### src/rtl/fwd_operand_unit.sv
// fwd_operand_unit: operand forwarding and load-use / interlock hazard unit for a 5-stage pipeline.
// Ports: clock_i/reset_n_i (async active-low), hold_i freezes the tracker;
// id_* describe the instruction in ID; exmem_alu_out_i/memwb_value_i are the forwarding sources;
// stall_o holds PC and IF/ID; ex_* are the forwarded EX operands; fwd_*_sel_o report the operand source
// (00 reg, 01 MEM/WB, 10 EX/MEM, 11 immediate).
module fwd_operand_unit #(
  parameter int XLEN   = 32,
  parameter int AW     = 5,
  parameter int FWD_EN = 1
) (
  input  logic            clock_i,
  input  logic            reset_n_i,
  input  logic            hold_i,
  input  logic            id_valid_i,
  input  logic [AW-1:0]   id_rs_i,
  input  logic [AW-1:0]   id_rt_i,
  input  logic            id_rs_use_i,
  input  logic            id_rt_use_i,
  input  logic [XLEN-1:0] id_rs_val_i,
  input  logic [XLEN-1:0] id_rt_val_i,
  input  logic [15:0]     id_imm16_i,
  input  logic            id_use_imm_i,
  input  logic            id_zext_i,
  input  logic [AW-1:0]   id_rd_i,
  input  logic            id_we_i,
  input  logic            id_is_load_i,
  input  logic [XLEN-1:0] exmem_alu_out_i,
  input  logic [XLEN-1:0] memwb_value_i,
  output logic            stall_o,
  output logic            ex_valid_o,
  output logic [XLEN-1:0] ex_a_o,
  output logic [XLEN-1:0] ex_b_o,
  output logic [XLEN-1:0] ex_store_data_o,
  output logic [1:0]      fwd_a_sel_o,
  output logic [1:0]      fwd_b_sel_o
);
  typedef struct packed {
    logic          v;
    logic          we;
    logic [AW-1:0] rd;
  } ent_t;
  ent_t            ex_q, ex_d, mem_q, wb_q;
  logic            ex_ld_q, ex_ld_d, use_imm_q, cap;
  logic [AW-1:0]   rs_q, rt_q;
  logic [XLEN-1:0] rs_val_q, rt_val_q, imm_q, imm_d;
  logic [1:0]      sel_rs, sel_rt;
  // Register 0 is hardwired, so a write to it never produces a value worth forwarding or waiting for.
  function automatic logic hit(input ent_t e, input logic [AW-1:0] r);
    return e.v && e.we && e.rd != '0 && e.rd == r;
  endfunction
  // With forwarding only a load still in EX is unresolvable; without it any pending writer blocks.
  function automatic logic hazard(input logic [AW-1:0] r);
    return FWD_EN != 0 ? hit(ex_q, r) && ex_ld_q : hit(ex_q, r) || hit(mem_q, r) || hit(wb_q, r);
  endfunction
  // MEM is checked before WB so the younger producer wins.
  function automatic logic [1:0] fsel(input logic [AW-1:0] r);
    return FWD_EN == 0 ? 2'b00 : hit(mem_q, r) ? 2'b10 : hit(wb_q, r) ? 2'b01 : 2'b00;
  endfunction
  function automatic logic [XLEN-1:0] fval(input logic [1:0] s, input logic [XLEN-1:0] v);
    return s == 2'b10 ? exmem_alu_out_i : s == 2'b01 ? memwb_value_i : v;
  endfunction
  assign stall_o = id_valid_i && ((id_rs_use_i && hazard(id_rs_i)) || (id_rt_use_i && hazard(id_rt_i)));
  assign cap     = id_valid_i && !stall_o;
  assign ex_d    = '{v: cap, we: cap && id_we_i, rd: id_rd_i};
  assign ex_ld_d = cap && id_is_load_i;
  assign imm_d   = {{(XLEN-16){!id_zext_i && id_imm16_i[15]}}, id_imm16_i};
  always_ff @(posedge clock_i or negedge reset_n_i) begin
    if (!reset_n_i) begin
      ex_q      <= '0;
      mem_q     <= '0;
      wb_q      <= '0;
      ex_ld_q   <= 1'b0;
      use_imm_q <= 1'b0;
      rs_q      <= '0;
      rt_q      <= '0;
      rs_val_q  <= '0;
      rt_val_q  <= '0;
      imm_q     <= '0;
    end else if (!hold_i) begin
      wb_q    <= mem_q;
      mem_q   <= ex_q;
      ex_q    <= ex_d;
      ex_ld_q <= ex_ld_d;
      if (cap) begin
        rs_q      <= id_rs_i;
        rt_q      <= id_rt_i;
        rs_val_q  <= id_rs_val_i;
        rt_val_q  <= id_rt_val_i;
        imm_q     <= imm_d;
        use_imm_q <= id_use_imm_i;
      end
    end
  end
  assign sel_rs          = fsel(rs_q);
  assign sel_rt          = fsel(rt_q);
  assign ex_valid_o      = ex_q.v;
  assign fwd_a_sel_o     = sel_rs;
  assign ex_a_o          = fval(sel_rs, rs_val_q);
  assign ex_store_data_o = fval(sel_rt, rt_val_q);
  assign fwd_b_sel_o     = use_imm_q ? 2'b11 : sel_rt;
  assign ex_b_o          = use_imm_q ? imm_q : ex_store_data_o;
endmodule

### config.mk
export PLATFORM = sky130hd
export DESIGN_NAME = fwd_operand_unit
export DESIGN_NICKNAME = d
export VERILOG_FILES = /design/src/rtl/fwd_operand_unit.sv
export SDC_FILE = /design/constraint.sdc
export NUM_CORES = 1
export LEC_CHECK = 0
export ABC_AREA = 1
export BUFFER_PORTS_ARGS = -buffer_cell sky130_fd_sc_hd__buf_4
export CAP_MARGIN = 15
export CORE_ASPECT_RATIO = 1.75
export CORE_MARGIN = 4
export CORE_UTILIZATION = 29
export DETAILED_ROUTE_END_ITERATION = 7
export PLACE_DENSITY = 0.56
export SETUP_SLACK_MARGIN = 0.2
export SYNTH_ARGS = -nofsm -noshare
export SYNTH_HDL_FRONTEND = slang
export SYNTH_SLANG_ARGS = --single-unit
export TNS_END_PERCENT = 100
### constraint.sdc
create_clock -name clock_i -period 1.6 [get_ports clock_i]
set_clock_uncertainty 0.2 [all_clocks]
set_input_delay 0.08 -clock clock_i [delete_from_list [all_inputs] [get_ports clock_i]]
set_output_delay 0.08 -clock clock_i [all_outputs]
set_load 0.02 [all_outputs]
After elaboration in Yosys (flattened, before gate mapping)
Index checks and enable logic that the tools add are counted.
{"block": "classes", "mul": 0, "n_addsub": 0, "eq_ne": 10, "n_div": 0, "n_lt_le_gt_ge": 0, "n_mux": 10, "n_shift": 0, "n_bitwise": 1, "reduce_logical": 28}
{"cell": "$mux W32", "count": 5}
{"cell": "$eq A5 B5 Y1", "count": 6}
{"cell": "$logic_and A1 B1 Y1", "count": 21}
{"cell": "$reduce_bool A5 Y1", "count": 3}
{"cell": "$mux W2", "count": 3}
{"cell": "$eq A2 B1 Y1 const B", "count": 2}
{"cell": "$eq A2 B2 Y1 const B", "count": 2}
{"cell": "$logic_not A1 Y1", "count": 2}
{"cell": "$mux W1", "count": 2}
{"cell": "$reduce_and A2 Y1", "count": 1}
{"cell": "$logic_or A1 B1 Y1", "count": 1}
{"cell": "$not A1 Y1", "count": 1}
{"block": "word_totals", "wordCells": 65, "in_bits": 169, "mem_bits_ro": 0, "mem_bits_rw": 0, "output_inout_bits": 102, "n_memories": 0, "latchBits": 0, "reg_bits": 114}

Depth between registers and ports, before layout
Gate-level depths: netlist (run 1).
{"block": "depth", "ltp_word": 10, "mapped_depth": 12, "ltp_nobuf": 11}

Least setup slack after synthesis (run 1)
OpenSTA, ideal clock, no wires.
{"block": "synth_timing", "path_type": "reg2out", "startpoint": "reg rs_q[1]", "endpoint": "out ex_a_o[14]", "path_stages_with_launch": 6, "arrival_time_ns": 1.665, "setup_slack_ns": -0.345, "path_buffers": 1, "required_time_ns": 1.320, "cell_sequence": "dfrtp_1 xor2_1 nor3_4 buf_4 nand3_1 a31oi_1"}
{"block": "synth_between", "elab_chain_len": 7, "elab_cells_between_ends": 10, "cone_classes": "eq/ne (4); mux (4); reduce/logical (2)"}
{"element": "from (decl)", "line_no": "44", "rtl": "logic [AW-1:0] rs_q, rt_q;"}
{"element": "from (signal assigned)", "line_no": "85", "rtl": "rs_q <= id_rs_i;"}
{"element": "$eq A5 B5 Y1", "line_no": "49", "rtl": "return e.v && e.we && e.rd != '0 && e.rd == r;"}
{"element": "$logic_and A1 B1 Y1", "line_no": "49"}
{"element": "$mux W1", "line_no": "57", "rtl": "return FWD_EN == 0 ? 2'b00 : hit(mem_q, r) ? 2'b10 : hit(wb_q, r) ? 2'b01 : 2'b00;"}
{"element": "$mux W2 *", "line_no": "57"}
{"element": "$eq A2 B1 Y1", "line_no": "60", "rtl": "return s == 2'b10 ? exmem_alu_out_i : s == 2'b01 ? memwb_value_i : v;"}
{"element": "$mux W32", "line_no": "60"}
{"element": "$mux W32 *", "line_no": "60"}
{"element": "to (decl)", "line_no": "31", "rtl": "output logic [XLEN-1:0] ex_a_o,"}
Mark *: on every way between the ends. The rest lies on a longest branch, timed or not.

Worst setup path after layout (run 1)
{"block": "layout_timing", "startpoint": "reg rt_q[0]", "endpoint": "out ex_b_o[15]"}
{"block": "layout_between", "elab_chain_len": 8, "elab_cells_between_ends": 11, "cone_classes": "eq/ne (4); mux (5); reduce/logical (2)"}
{"element": "from (decl)", "line_no": "44"}
{"element": "from (signal assigned)", "line_no": "86", "rtl": "rt_q <= id_rt_i;"}
{"element": "$eq A5 B5 Y1", "line_no": "49"}
{"element": "$logic_and A1 B1 Y1", "line_no": "49"}
{"element": "$mux W1", "line_no": "57"}
{"element": "$mux W2 *", "line_no": "57"}
{"element": "$eq A2 B1 Y1", "line_no": "60"}
{"element": "$mux W32", "line_no": "60"}
{"element": "$mux W32 *", "line_no": "60"}
{"element": "$mux W32 *", "line_no": "101", "rtl": "assign ex_b_o = use_imm_q ? imm_q : ex_store_data_o;"}
{"element": "to (decl)", "line_no": "32", "rtl": "output logic [XLEN-1:0] ex_b_o,"}
Marked as above.

==> out/summary.json, run 1 <==
{
  "status": "finished with violations",
  "violations": "setup timing",
  "max-clock-path-buffers": 2,
  "rsz_0062_raised_after_global_routing": "yes",
  "final_setup_violations": 196,
  "timing.critical_path.slowest_cell_delay_ns": 0.41,
  "first_global_vias": 9331,
  "grt_pass1_wl_um": 51700,
  "final_hold_violation_count": 0,
  "timing.max_slew.rel_slack_pct": 58.6,
  "crit_end": "ex_b_o[15]",
  "syn_area_per_cell_um2": 6.75,
  "grt_start_max_net_pins": 59,
  "post_route_cells_drive_above_1_share_pct": 57.3,
  "buffer_ports.inserted": 270,
  "slowest_stage": "sky130_fd_sc_hd__dfrtp_1",
  "hold_wc_path_type": "input port to async pin",
  "area_growth_pct": 117,
  "area_share_of_the_leading_cell_type_in_the_synthesized_netlist_pct": 39.9,
  "critical_path.cell_chain": "buf_4, xnor2_1, nand2_1, nor2_4, nand3_4, buf_12, nand2_1, nand3_1, nand2_2, nand2_2, nand2_2, buf_6",
  "die_width_um": 127,
  "worst-endpoint-arrival_ns": 2.26,
  "detailedRoute.firstIterationViolations": 666,
  "yosys_register_bits": 114,
  "std_cell_rows": 75,
  "worstSkewPairLatency_ns": 0.42,
  "grt.total_usage_pct": 24.3,
  "setup_slack_ns": -0.941,
  "number_of_synthesized_flops_with_an_enable_pin": 0,
  "htreeDepth": 4,
  "design.die.area_mm2": 0.0274,
  "grt_overflow": 0,
  "gpl.final_weighted_congestion": 0.887,
  "synth_top_flop_cell": "sky130_fd_sc_hd__dfrtp_1",
  "cts.reportedPaths.clkPinSlew_ns": 0.06,
  "total_leakage_power_nw": 7.61,
  "core_mm2": 0.0241,
  "vias": 9469,
  "final_cells": 1843,
  "finish.utilization_pct": 64.3,
  "average_detailed_routed_wire_length_per_instance_um": 21.3,
  "via_count_normalized_by_instance_count": 5.14,
  "regToRegSetupSlack_ns": -0.46,
  "dr.pass1.iters": 5,
  "synth-async-reset-ratio_pct": 100,
  "vdd_drop_max_mv": 0.750,
  "grt_antenna_before_repair": 2,
  "placed_cells_incl_taps": 1650,
  "placement_setup_slack_ns": -0.454,
  "ant_nets": 0,
  "clock_root_buffer": "sky130_fd_sc_hd__clkbuf_16",
  "i_o_pins": 271,
  "numClockSinks": 114,
  "synth_top_cell_by_area": "sky130_fd_sc_hd__dfrtp_1",
  "crit_path_start_kind": "flip-flop",
  "netlist_instances": 1060,
  "r2r_end": "rt_val_q[16]",
  "synth.yosys.warnings": 0,
  "yosys.cell_count.top_type": "sky130_fd_sc_hd__nand2_1",
  "reg2regPathDepth": 11,
  "yosysUniqueCellTypes": 31,
  "netlist_area_mm2": 0.00716,
  "required_ns": 1.32,
  "floorplan.initialDensity_pct": 29.7,
  "synth.net_count": 1229,
  "r2r-start": "ex_q[3]",
  "critical_path_class": "flip-flop to output pin",
  "hpwlAfterDp_um": 24400,
  "ys_seq_area_share_pct": 39.9,
  "timing.final.crit_share_pct": 159,
  "routed_wirelength_um": 39200,
  "cap_violations": 0,
  "tightestPinTransition_ns": 0.619,
  "fmaxAchievable_ghz": 0.394,
  "slew_viol_final": 0,
  "cp_common_cell": "sky130_fd_sc_hd__nand2_2",
  "cp_max_fo": 23,
  "critical_path.endpoint_type": "output pin",
  "die-height_um": 216,
  "fin_setup_tns_ns": -121.54,
  "cts_inserted_buffers": 17,
  "drt_drc_violations_left": 0,
  "num-nets-final": 1689,
  "netlist_top_cells_area": "sky130_fd_sc_hd__dfrtp_1 (40%), sky130_fd_sc_hd__nand2_1 (21%), sky130_fd_sc_hd__nand3_1 (13%)",
  "tritoncts_clock_tree": "yes",
  "crit_path_start": "rt_q[0]",
  "top_cells_by_instance_count_after_synthesis": "sky130_fd_sc_hd__nand2_1 (400), sky130_fd_sc_hd__nand3_1 (186), sky130_fd_sc_hd__dfrtp_1 (114), sky130_fd_sc_hd__inv_1 (84), sky130_fd_sc_hd__nor2_1 (56)",
  "p_per_area_mw_per_mm2": 801,
  "fin_crit_ns": 2.54
}
-- kinds of logic (layout without fill, tap and decap cells) --
| group | after synthesis | after routing | share of synthesized area (%) |
|---|---|---|---|
| AOI/OAI and AO/OA | 57 | 57 | 4.61 |
| xor gates and xnor gates | 20 | 20 | 2.45 |
| buffers and inverters | 160 | 630 | 9.46 |
| DFF | 114 | 114 | 39.9 |
| other | 0 | 2 | 0 |
| and+or+nand+nor | 709 | 712 | 43.6 |
-- registers in the layout, summed over array words and instances (netlist names) --
signal      flops
rs_q            5
rs_val_q       32
rt_q            5
ex_valid_o      1
rt_val_q       32
mem_q           7
ex_q            6
use_imm_q       1
imm_q          17
ex_ld_q         1
wb_q            7
-- cells in the final DEF, fill, tap and decap left out, types with 5 or more instances in the layout --
master and instances:
sky130_fd_sc_hd__nor2_4 25, sky130_fd_sc_hd__o21ai_0 21, sky130_fd_sc_hd__nor2_1 14, sky130_fd_sc_hd__buf_4 244, sky130_fd_sc_hd__a31oi_4 16, sky130_fd_sc_hd__nor2_2 19, sky130_fd_sc_hd__nand2_2 100, sky130_fd_sc_hd__nand3_1 40
sky130_fd_sc_hd__dfrtp_1 109, sky130_fd_sc_hd__buf_16 10, sky130_fd_sc_hd__buf_12 35, sky130_fd_sc_hd__nand3b_1 19, sky130_fd_sc_hd__nand2_1 240, sky130_fd_sc_hd__nand2_4 60, sky130_fd_sc_hd__clkinv_4 6, sky130_fd_sc_hd__inv_2 32
sky130_fd_sc_hd__nand3_4 9, sky130_fd_sc_hd__dlygate4sd3_1 102, sky130_fd_sc_hd__inv_1 52, sky130_fd_sc_hd__nand2_8 5, sky130_fd_sc_hd__dfrtp_2 5, sky130_fd_sc_hd__xor2_1 13, sky130_fd_sc_hd__clkbuf_16 35, sky130_fd_sc_hd__buf_6 98
sky130_fd_sc_hd__nand4_1 35, sky130_fd_sc_hd__o22ai_4 7, sky130_fd_sc_hd__nand3_2 139
-- layout make-up --
type,count,area (µm²)
Antenna cell,2,5.00
Clock buffer,18,439
Clock inverter,14,133
Fill cell,1977,8610
Inverter,87,333
Multi-Input combinational cell,789,5900
Sequential cell,114,2860
Tap cell,308,385
Timing Repair Buffer,511,5460
-- worst max-delay path, delay by kind of cell, from the launching register on --
| family | cells | cell delay, ns |
|---|---|---|
| and+or+nand+nor | 8 | 0.84 |
| buffers and inverters | 3 | 0.44 |
| DFF | 1 | 0.41 |
| xor gates and xnor gates | 1 | 0.12 |
-- report_power, final --
group / internal [W] / switching [W]
registers: 0.00324 / 0.000335
clock network: 0.00219 / 0.00152
logic: 0.00238 / 0.00276
-- through the flow --
step           instance area (µm²)  total power, W  hold WS [ns]
2_1_floorplan                 8570         0.00574        -0.416
3_3_place_gp                 11400         0.00758        -0.287
3_5_place_dp                 11400         0.00761        -0.289
4_1_cts                      13700          0.0118        0.0472
5_1_grt                      15500          0.0129        0.0640
6_report                     15500          0.0124        0.0189
-- repair_timing --
action	CTS	global route
gates resized for setup	105	295
hold buffers	102	0
setup endpoints to repair	196	196
endpoints found under the hold margin	226	0
pin swaps	20	95
setup buffers	4	17
cloned	7	29
-- how the worst min path moves through the flow --
stage                         endpoint      start
after floorplan                ex_ld_q  reset_n_i
after global placement    rs_val_q[24]  reset_n_i
after detailed placement  rs_val_q[24]  reset_n_i
after CTS                 rs_val_q[30]  reset_n_i
after global routing      rs_val_q[26]  reset_n_i
final                     rs_val_q[30]  reset_n_i
-- layer usage --
layer	track usage [%]	up-vias	wire [µm]	part of all wire [%]
met1	26.8	4592	13900	36
met2	44.1	392	21100	54
met5	0	-	0	0
met4	13.7	0	2330	5.9
met3	3.34	126	1820	4.6
li1	-	4359	-	-
Note: power is estimated with default switching activity, not from simulation.
==> inputs of run 2 (changes only) <==
--- a/config.mk
+++ b/config.mk
@@ -12,7 +12,8 @@
 export CORE_MARGIN = 4
 export CORE_UTILIZATION = 29
 export DETAILED_ROUTE_END_ITERATION = 7
-export PLACE_DENSITY = 0.56
+export HOLD_SLACK_MARGIN = 0.1
+export PLACE_DENSITY = 0.54
 export SETUP_SLACK_MARGIN = 0.2
 export SYNTH_ARGS = -nofsm -noshare
 export SYNTH_HDL_FRONTEND = slang
==> constraint.sdc (replaced) <==
create_clock -name clock_i -period 2.6 [get_ports clock_i]
set_clock_uncertainty 0.2 [all_clocks]
set_input_delay 0.13 -clock clock_i [delete_from_list [all_inputs] [get_ports clock_i]]
set_output_delay 0.13 -clock clock_i [all_outputs]
set_load 0.02 [all_outputs]
==> run 2 against run 1 <==
Against the previous run: the flow still finishes with violations (setup timing); largest power group unchanged; flip-flop and latch count unchanged; cell count down 3.1%; critical endpoint is now ex_b_o[10]; register-to-register slack gained 0.80 ns; die area unchanged; global-route usage up 0.50 points; final area is 14% lower.
==> out/summary.json, run 2 (synthesized netlist as in run 1, its figures left out) <==
{
  "timing.max_slew.rel_slack": {"value": 50.1, "unit": "%", "change": "was 58.6%"},
  "routing_usage_on_met1": {"value": 29.1, "unit": "%", "change": "was 26.8%"},
  "cts_inserted_buffers": {"value": 17, "change": "unchanged"},
  "buffer_ports.inserted": {"value": 270, "change": "unchanged"},
  "critical_path_class": {"value": "flip-flop to output pin", "change": "unchanged"},
  "fin_total_pwr": {"value": 0.00736, "unit": "W", "change": "was 0.0124 W"},
  "tritoncts_clock_tree": {"value": "yes", "change": "unchanged"},
  "multiInputGateArea": {"value": 0.00463, "unit": "mm²", "change": "was 0.00590 mm²"},
  "num-nets-final": {"value": 1633, "change": "was 1689"},
  "violations": {"value": "setup timing", "change": "unchanged"},
  "std_cell_rows": {"value": 75, "change": "unchanged"},
  "average_detailed_routed_wire_length_per_instance": {"value": 21.3, "unit": "µm", "change": "about the same"},
  "crit_path_start_kind": {"value": "flip-flop", "change": "unchanged"},
  "die_width": {"value": 127, "unit": "µm", "change": "unchanged"},
  "routed_wirelength": {"value": 38000, "unit": "µm", "change": "was 39200 µm"},
  "gpl.final_weighted_congestion": {"value": 0.927, "change": "was 0.887"},
  "final_setup_violations": {"value": 1, "change": "was 196"},
  "setup_slack": {"value": -0.0106, "unit": "ns", "change": "was -0.941 ns"},
  "globalRouteMet3Util": {"value": 3.46, "unit": "%", "change": "was 3.34%"},
  "required": {"value": 2.27, "unit": "ns", "change": "was 1.32 ns"},
  "design.die.area": {"value": 0.0274, "unit": "mm²", "change": "unchanged"},
  "grt_pass1_wl": {"value": 52600, "unit": "µm", "change": "was 51700 µm"},
  "rsz_0062_raised_after_global_routing": {"value": "yes", "change": "unchanged"},
  "numClockSinks": {"value": 114, "change": "unchanged"},
  "finish.utilization": {"value": 55.4, "unit": "%", "change": "was 64.3%"},
  "total_leakage_power": {"value": 6.97, "unit": "nW", "change": "was 7.61 nW"},
  "seq_area": {"value": 0.00286, "unit": "mm²", "change": "about the same"},
  "die-height": {"value": 216, "unit": "µm", "change": "unchanged"},
  "cp_max_fo": {"value": 8, "change": "was 23"},
  "dr.pass1.iters": {"value": 7, "change": "was 5"},
  "vias": {"value": 9179, "change": "was 9469"},
  "reg.largest.list": {"value": "rs_val_q x32, rt_val_q x32, imm_q x17", "change": "unchanged"},
  "fin_crit_ns": 2.61,
  "clock_root_buffer": {"value": "sky130_fd_sc_hd__clkbuf_16", "change": "unchanged"},
  "grt_start_max_net_pins": {"value": 67, "change": "was 59"},
  "floorplan.initialDensity": {"value": 29.7, "unit": "%", "change": "unchanged"},
  "final_hold_violation_count": {"value": 0, "change": "unchanged"},
  "final_cell_mix": {"value": "sky130_fd_sc_hd__nand2_1 (330), sky130_fd_sc_hd__buf_4 (244), sky130_fd_sc_hd__nand3_1 (140), sky130_fd_sc_hd__dfrtp_1 (112), sky130_fd_sc_hd__dlygate4sd3_1 (103)", "change": "was sky130_fd_sc_hd__buf_4 (244), sky130_fd_sc_hd__nand2_1 (240), sky130_fd_sc_hd__nand3_2 (139), sky130_fd_sc_hd__dfrtp_1 (109), sky130_fd_sc_hd__dlygate4sd3_1 (102)"},
  "grt.total_usage": {"value": 24.8, "unit": "%", "change": "was 24.3%"},
  "core": {"value": 0.0241, "unit": "mm²", "change": "unchanged"},
  "i_o_pins": {"value": 271, "change": "unchanged"},
  "worst-endpoint-arrival": {"value": 2.28, "unit": "ns", "change": "was 2.26 ns"},
  "detailedRoute.firstIterationViolations": {"value": 819, "change": "was 666"},
  "grt_overflow": {"value": 0, "change": "unchanged"},
  "r2r_end": {"value": "ex_ld_q", "change": "was rt_val_q[16]"},
  "worstSkewPairLatency": {"value": 0.42, "unit": "ns", "change": "about the same"},
  "most_common_cell_after_layout_fill_and_taps_aside": {"value": "sky130_fd_sc_hd__nand2_1", "change": "was sky130_fd_sc_hd__buf_4"},
  "hpwlAfterDp": {"value": 23400, "unit": "µm", "change": "was 24400 µm"},
  "ant_nets": {"value": 0, "change": "unchanged"},
  "regToRegSetupSlack": {"value": 0.34, "unit": "ns", "change": "was -0.46 ns"},
  "status": {"value": "finished with violations", "change": "unchanged"},
  "cts.reportedPaths.clkPinSlew": {"value": 0.05, "unit": "ns", "change": "was 0.06 ns"},
  "timing.final.crit_share_pct": 100,
  "area_growth": {"value": 86.6, "unit": "%", "change": "was 117%"},
  "vdd_drop_max": {"value": 0.498, "unit": "mV", "change": "was 0.750 mV"},
  "grt-busiest-layer": {"value": "met2", "change": "unchanged"},
  "grt_antenna_before_repair": {"value": 1, "change": "was 2"},
  "drt_drc_violations_left": {"value": 0, "change": "unchanged"},
  "slew_viol_final": {"value": 0, "change": "unchanged"},
  "first_global_vias": {"value": 9016, "change": "was 9331"},
  "htreeDepth": {"value": 4, "change": "unchanged"},
  "placement_setup_slack": {"value": 0.371, "unit": "ns", "change": "was -0.454 ns"},
  "r2r-start": {"value": "ex_q[3]", "change": "unchanged"},
  "cap_violations": {"value": 0, "change": "unchanged"},
  "hold_wc_path_type": {"value": "input port to async pin", "change": "unchanged"},
  "via_count_normalized_by_instance_count": {"value": 5.14, "change": "about the same"},
  "globalRouteMet2Util": {"value": 43.2, "unit": "%", "change": "was 44.1%"},
  "fmaxAchievable_ghz": 0.383,
  "max-clock-path-buffers": {"value": 2, "change": "unchanged"},
  "critical_path.endpoint_type": {"value": "output pin", "change": "unchanged"},
  "tightestPinTransition": {"value": 0.748, "unit": "ns", "change": "was 0.619 ns"},
  "p_per_area": {"value": 551, "unit": "mW/mm²", "change": "was 801 mW/mm²"},
  "filler_cell_count": {"value": 2228, "change": "was 1977"},
  "reg2regPathDepth": {"value": 9, "change": "was 11"},
  "post_route_cells_drive_above_1_share": {"value": 38.7, "unit": "%", "change": "was 57.3%"}
}
## run 2: cell count changes in the layout (fill, tap and decap cells not counted), moves of 15 or more
| cell | before | now |
|---|---|---|
| sky130_fd_sc_hd__buf_12 | 35 | 20 |
| sky130_fd_sc_hd__buf_6 | 98 | 69 |
| sky130_fd_sc_hd__inv_1 | 52 | 76 |
| sky130_fd_sc_hd__inv_2 | 32 | 8 |
| sky130_fd_sc_hd__nand2_1 | 240 | 330 |
| sky130_fd_sc_hd__nand2_2 | 100 | 45 |
| sky130_fd_sc_hd__nand2_4 | 60 | 27 |
| sky130_fd_sc_hd__nand3_1 | 40 | 140 |
| sky130_fd_sc_hd__nand3_2 | 139 | 40 |
| sky130_fd_sc_hd__nor2_1 | 14 | 36 |
## run 2: power by group
group	switching, W	internal (W)	total, W
registers	0.000183	0.00199	0.00218
clock network	0.000858	0.00147	0.00233
logic	0.00158	0.00127	0.00286
## run 2: area by class of cell
class                           count  share of cell area [%]
Clock buffer                       20                    3.49
Inverter                           87                    2.49
Multi-Input combinational cell    787                    34.7
Tap cell                          308                    2.89
Sequential cell                   114                    21.4
Antenna cell                        1                  0.0187
Timing Repair Buffer              457                    34.2
Clock inverter                     12                   0.843
## run 2: through the flow
step | hold WS (ns) | std cells | setup TNS (ns) | area [µm²]
2_1_floorplan | -0.366 | 1060 | 0 | 7160
6_report | 0.111 | 1786 | -0.0106 | 13400
3_5_place_dp | 0.0343 | 1591 | 0 | 9600
3_3_place_gp | 0.0332 | 1591 | 0 | 9600
4_1_cts | 0.117 | 1755 | 0 | 12200
5_1_grt | 0.160 | 1786 | -0.713 | 13400
## run 2: worst max path at each step
stage / cells past startpoint / end / startpoint
3_5_place_dp: 9 / ex_b_o[8] / mem_q[0]
6_report: 10 / ex_b_o[10] / wb_q[0]
2_1_floorplan: 5 / ex_a_o[14] / rs_q[1]
4_1_cts: 11 / ex_b_o[25] / wb_q[0]
5_1_grt: 10 / ex_b_o[10] / wb_q[0]
3_3_place_gp: 10 / ex_b_o[8] / wb_q[0]
## run 2: layer usage
layer  vias up  part of all wire (%)
li1       4242                     -
met5         -                     0
met1      4337                    36
met2       477                    51
met4         0                   6.6
met3       123                   5.7
## run 2: critical path, stage by stage, from the launching register on
cell and delay [ns]:
sky130_fd_sc_hd__dfrtp_2 0.45, sky130_fd_sc_hd__xnor2_2 0.20, sky130_fd_sc_hd__nand2_2 0.09, sky130_fd_sc_hd__nor2_4 0.14, sky130_fd_sc_hd__nand3_4 0.11, sky130_fd_sc_hd__bufbuf_16 0.30, sky130_fd_sc_hd__nand2_1 0.10, sky130_fd_sc_hd__nand3_2 0.14
sky130_fd_sc_hd__nand3_4 0.11, sky130_fd_sc_hd__nand2_1 0.06, sky130_fd_sc_hd__buf_4 0.15
## run 2: timing repair
action,4_1_cts,5_1_grt
hold buffers,103,0
pin swaps,44,39
cloned,8,13
setup buffers,21,17
endpoints found under the hold margin,195,0
gates resized for setup,166,156
endpoints found under the setup margin,99,101
==> inputs of run 3 (changes only) <==
--- a/config.mk
+++ b/config.mk
@@ -14,6 +14,7 @@
 export DETAILED_ROUTE_END_ITERATION = 7
 export HOLD_SLACK_MARGIN = 0.1
 export PLACE_DENSITY = 0.54
+export REMOVE_ABC_BUFFERS = 1
 export SETUP_SLACK_MARGIN = 0.2
 export SYNTH_ARGS = -nofsm -noshare
 export SYNTH_HDL_FRONTEND = slang
==> run 3 against run 2 <==
Against the previous run: the run now ends clean; routed wire length down 13%; die area unchanged; setup slack better by 0.086 ns; clock power down 3%; core utilization down 3.8 points; first-iteration DRC count down 37%; via count down 4.9%.
==> out/summary.json, run 3 (synthesized netlist as in run 1, its figures left out) <==
{
  "design.die.area": {"value": 0.0274, "unit": "mm²", "change": "unchanged"},
  "power.combinational.fraction": {"value": 36.9, "unit": "%", "change": "was 38.8%"},
  "met1_length": {"value": 12000, "unit": "µm", "change": "was 13700 µm"},
  "via_count_normalized_by_instance_count": {"value": 4.95, "change": "was 5.14"},
  "vias": {"value": 8728, "change": "was 9179"},
  "floorplan.initialDensity": {"value": 29.7, "unit": "%", "change": "unchanged"},
  "post_route_cells_drive_above_1_share": {"value": 33.4, "unit": "%", "change": "was 38.7%"},
  "dr.pass1.iters": {"value": 5, "change": "was 7"},
  "highest_layer": {"value": "met4", "change": "unchanged"},
  "worst-endpoint-arrival": {"value": 2.19, "unit": "ns", "change": "was 2.28 ns"},
  "drt_drc_violations_left": {"value": 0, "change": "unchanged"},
  "finish.utilization": {"value": 51.6, "unit": "%", "change": "was 55.4%"},
  "p_per_area": {"value": 561, "unit": "mW/mm²", "change": "was 551 mW/mm²"},
  "required": {"value": 2.27, "unit": "ns", "change": "about the same"},
  "vdd_drop_max": {"value": 0.348, "unit": "mV", "change": "was 0.498 mV"},
  "final_setup_violations": {"value": 0, "change": "was 1"},
  "reg.largest.list": {"value": "rs_val_q x32, rt_val_q x32, imm_q x17", "change": "unchanged"},
  "max-clock-path-buffers": {"value": 2, "change": "unchanged"},
  "fin_crit": {"value": 2.52, "unit": "ns", "change": "was 2.61 ns"},
  "final_cell_mix": {"value": "sky130_fd_sc_hd__nand2_1 (356), sky130_fd_sc_hd__buf_4 (255), sky130_fd_sc_hd__nand3_1 (153), sky130_fd_sc_hd__dfrtp_1 (112), sky130_fd_sc_hd__dlygate4sd3_1 (106)", "change": "was sky130_fd_sc_hd__nand2_1 (330), sky130_fd_sc_hd__buf_4 (244), sky130_fd_sc_hd__nand3_1 (140), sky130_fd_sc_hd__dfrtp_1 (112), sky130_fd_sc_hd__dlygate4sd3_1 (103)"},
  "area_growth": {"value": 73.9, "unit": "%", "change": "was 86.6%"},
  "buffer_ports.inserted": {"value": 270, "change": "unchanged"},
  "cp_max_fo": {"value": 8, "change": "unchanged"},
  "fin_total_pwr": {"value": 0.00698, "unit": "W", "change": "was 0.00736 W"},
  "wl_met3": {"value": 1570, "unit": "µm", "change": "was 2180 µm"},
  "fin_setup_tns": {"value": 0, "unit": "ns", "change": "was -0.0106 ns"},
  "grt_pass1_wl": {"value": 47500, "unit": "µm", "change": "was 52600 µm"},
  "crit_path_start_kind": {"value": "flip-flop", "change": "unchanged"},
  "rsz_0062_raised_after_global_routing": {"value": "yes", "change": "unchanged"},
  "p_seq_share": {"value": 30.8, "unit": "%", "change": "was 29.6%"},
  "std_cell_rows": {"value": 75, "change": "unchanged"},
  "routed_wirelength": {"value": 32900, "unit": "µm", "change": "was 38000 µm"},
  "htreeDepth": {"value": 4, "change": "unchanged"},
  "most_common_cell_after_layout_fill_and_taps_aside": {"value": "sky130_fd_sc_hd__nand2_1", "change": "unchanged"},
  "power_switching": {"value": 0.00250, "unit": "W", "change": "was 0.00263 W"},
  "die-height": {"value": 216, "unit": "µm", "change": "unchanged"},
  "hold_wc_path_type": {"value": "input port to flip-flop", "change": "was input port to async pin"},
  "grt_overflow": {"value": 0, "change": "unchanged"},
  "core": {"value": 0.0241, "unit": "mm²", "change": "unchanged"},
  "cap_violations": {"value": 0, "change": "unchanged"},
  "detailedRoute.firstIterationViolations": {"value": 514, "change": "was 819"},
  "grt.total_usage": {"value": 22.3, "unit": "%", "change": "was 24.8%"},
  "clock_root_buffer": {"value": "sky130_fd_sc_hd__clkbuf_16", "change": "unchanged"},
  "slew_viol_final": {"value": 0, "change": "unchanged"},
  "filler_cell_count": {"value": 2321, "change": "was 2228"},
  "worstSkewPairLatency": {"value": 0.43, "unit": "ns", "change": "was 0.42 ns"},
  "tritoncts_clock_tree": {"value": "yes", "change": "unchanged"},
  "final_cells": {"value": 1764, "change": "was 1786"},
  "hold-worst-slack": {"value": 0.208, "unit": "ns", "change": "was 0.111 ns"},
  "placed_cells_incl_taps": {"value": 1593, "change": "was 1591"},
  "fmaxAchievable": {"value": 0.396, "unit": "GHz", "change": "was 0.383 GHz"},
  "met2RoutedLength": {"value": 18300, "unit": "µm", "change": "was 19500 µm"},
  "timing.final.crit_share": {"value": 97.1, "unit": "%", "change": "was 100%"},
  "i_o_pins": {"value": 271, "change": "unchanged"},
  "ant_nets": {"value": 0, "change": "unchanged"},
  "first_global_vias": {"value": 8706, "change": "was 9016"},
  "cts_inserted_buffers": {"value": 17, "change": "unchanged"},
  "average_detailed_routed_wire_length_per_instance": {"value": 18.7, "unit": "µm", "change": "was 21.3 µm"},
  "power_switching_share": {"value": 35.9, "unit": "%", "change": "was 35.7%"},
  "timing.max_slew.rel_slack": {"value": 50.3, "unit": "%", "change": "was 50.1%"},
  "critical_path_class": {"value": "flip-flop to output pin", "change": "unchanged"},
  "hpwlAfterDp": {"value": 21400, "unit": "µm", "change": "was 23400 µm"},
  "cts.reportedPaths.clkPinSlew": {"value": 0.06, "unit": "ns", "change": "was 0.05 ns"},
  "grt_start_max_net_pins": {"value": 64, "change": "was 67"},
  "numClockSinks": {"value": 114, "change": "unchanged"},
  "num-nets-final": {"value": 1610, "change": "was 1633"},
  "tightestPinTransition": {"value": 0.743, "unit": "ns", "change": "was 0.748 ns"},
  "status": {"value": "completed", "change": "was finished with violations"},
  "die_width": {"value": 127, "unit": "µm", "change": "unchanged"},
  "final_hold_violation_count": {"value": 0, "change": "unchanged"},
  "grt_antenna_before_repair": {"value": 2, "change": "was 1"},
  "critical_path.endpoint_type": {"value": "output pin", "change": "unchanged"},
  "clock_power_share": {"value": 32.3, "unit": "%", "change": "was 31.6%"},
  "internal_power": {"value": 0.00448, "unit": "W", "change": "was 0.00473 W"},
  "total_leakage_power": {"value": 6.58, "unit": "nW", "change": "was 6.97 nW"},
  "gpl.final_weighted_congestion": {"value": 0.868, "change": "was 0.927"}
}
## run 3: cell types whose count changed in the layout (fill, tap and decap cells not counted), sizes merged
cell         before  now
dlygate4sd3     103  106
clkinv           10    6
buf             343  323
inv              85   88
bufinv            2    1
clkbuf           30   22
nand2           403  404
diode             1    2
bufbuf            1    0
clkinvlp          2    6
## run 3: power by group through the flow
stage          Clock [W]  Combinational, W  Sequential [W]
2_1_floorplan          0           0.00106         0.00214
3_3_place_gp           0           0.00209         0.00216
3_5_place_dp           0           0.00210         0.00217
4_1_cts          0.00232           0.00237         0.00214
5_1_grt          0.00239           0.00276         0.00218
6_report         0.00226           0.00257         0.00215
## run 3: final timing paths
check,startpoint,to,depth (start not counted),slack [ns]
max in group asynchronous,reset_n_i,wb_q[6],4,0.48
min reg2reg,imm_q[12],imm_q[12],2,0.27
min in group asynchronous,reset_n_i,ex_q[0],4,0.62
max reg2reg,ex_q[2],ex_ld_q,9,0.40
max,wb_q[2],ex_b_o[7],11,0.08
min,id_valid_i,rt_val_q[8],6,0.21
## run 3: cell type report
class | instances | area, µm² | area share (%)
clock buffers | 18 | 439 | 3.53
inverters | 87 | 330 | 2.65
diodes | 2 | 5.00 | 0.0402
clock inverters | 14 | 133 | 1.07
flip-flops and latches | 114 | 2860 | 22.9
well taps | 308 | 385 | 3.10
repair buffers | 433 | 4070 | 32.7
multi-input cells | 788 | 4240 | 34.0
## run 3: per-layer routing
layer  vias up  GRT usage (%)
li1       4199              -
met1      4166           24.2
met2       300           42.2
met3        63           3.24
met4         0           9.88
met5         -              0
## run 3: worst max-delay path, stage by stage, from the launching register on
cell and delay, ns:
sky130_fd_sc_hd__dfrtp_1 0.40, sky130_fd_sc_hd__buf_6 0.14, sky130_fd_sc_hd__xor2_2 0.18, sky130_fd_sc_hd__nor2_4 0.18, sky130_fd_sc_hd__nand3_4 0.16, sky130_fd_sc_hd__clkbuf_16 0.24
sky130_fd_sc_hd__nand2_4 0.07, sky130_fd_sc_hd__nand3_2 0.07, sky130_fd_sc_hd__nand2_2 0.08, sky130_fd_sc_hd__nand2_1 0.05, sky130_fd_sc_hd__nand2_1 0.09, sky130_fd_sc_hd__buf_6 0.12
## run 3: per-stage QoR
step / area [µm²] / worst slack [ns]
after CTS: 11600 / 0.0649
after global placement: 9590 / 0.413
after floorplan: 6810 / -3.61
final: 12500 / 0.0758
after detailed placement: 9590 / 0.436
after global routing: 12500 / -0.0231
## run 3: timing repair
item                       CTS  global route
hold endpoints to repair   226             0
pin swaps                   16            33
setup endpoints to repair   97           102
buffers inserted            11             9
cloned                       4             7
hold buffers               106             0
resized for setup           54           153
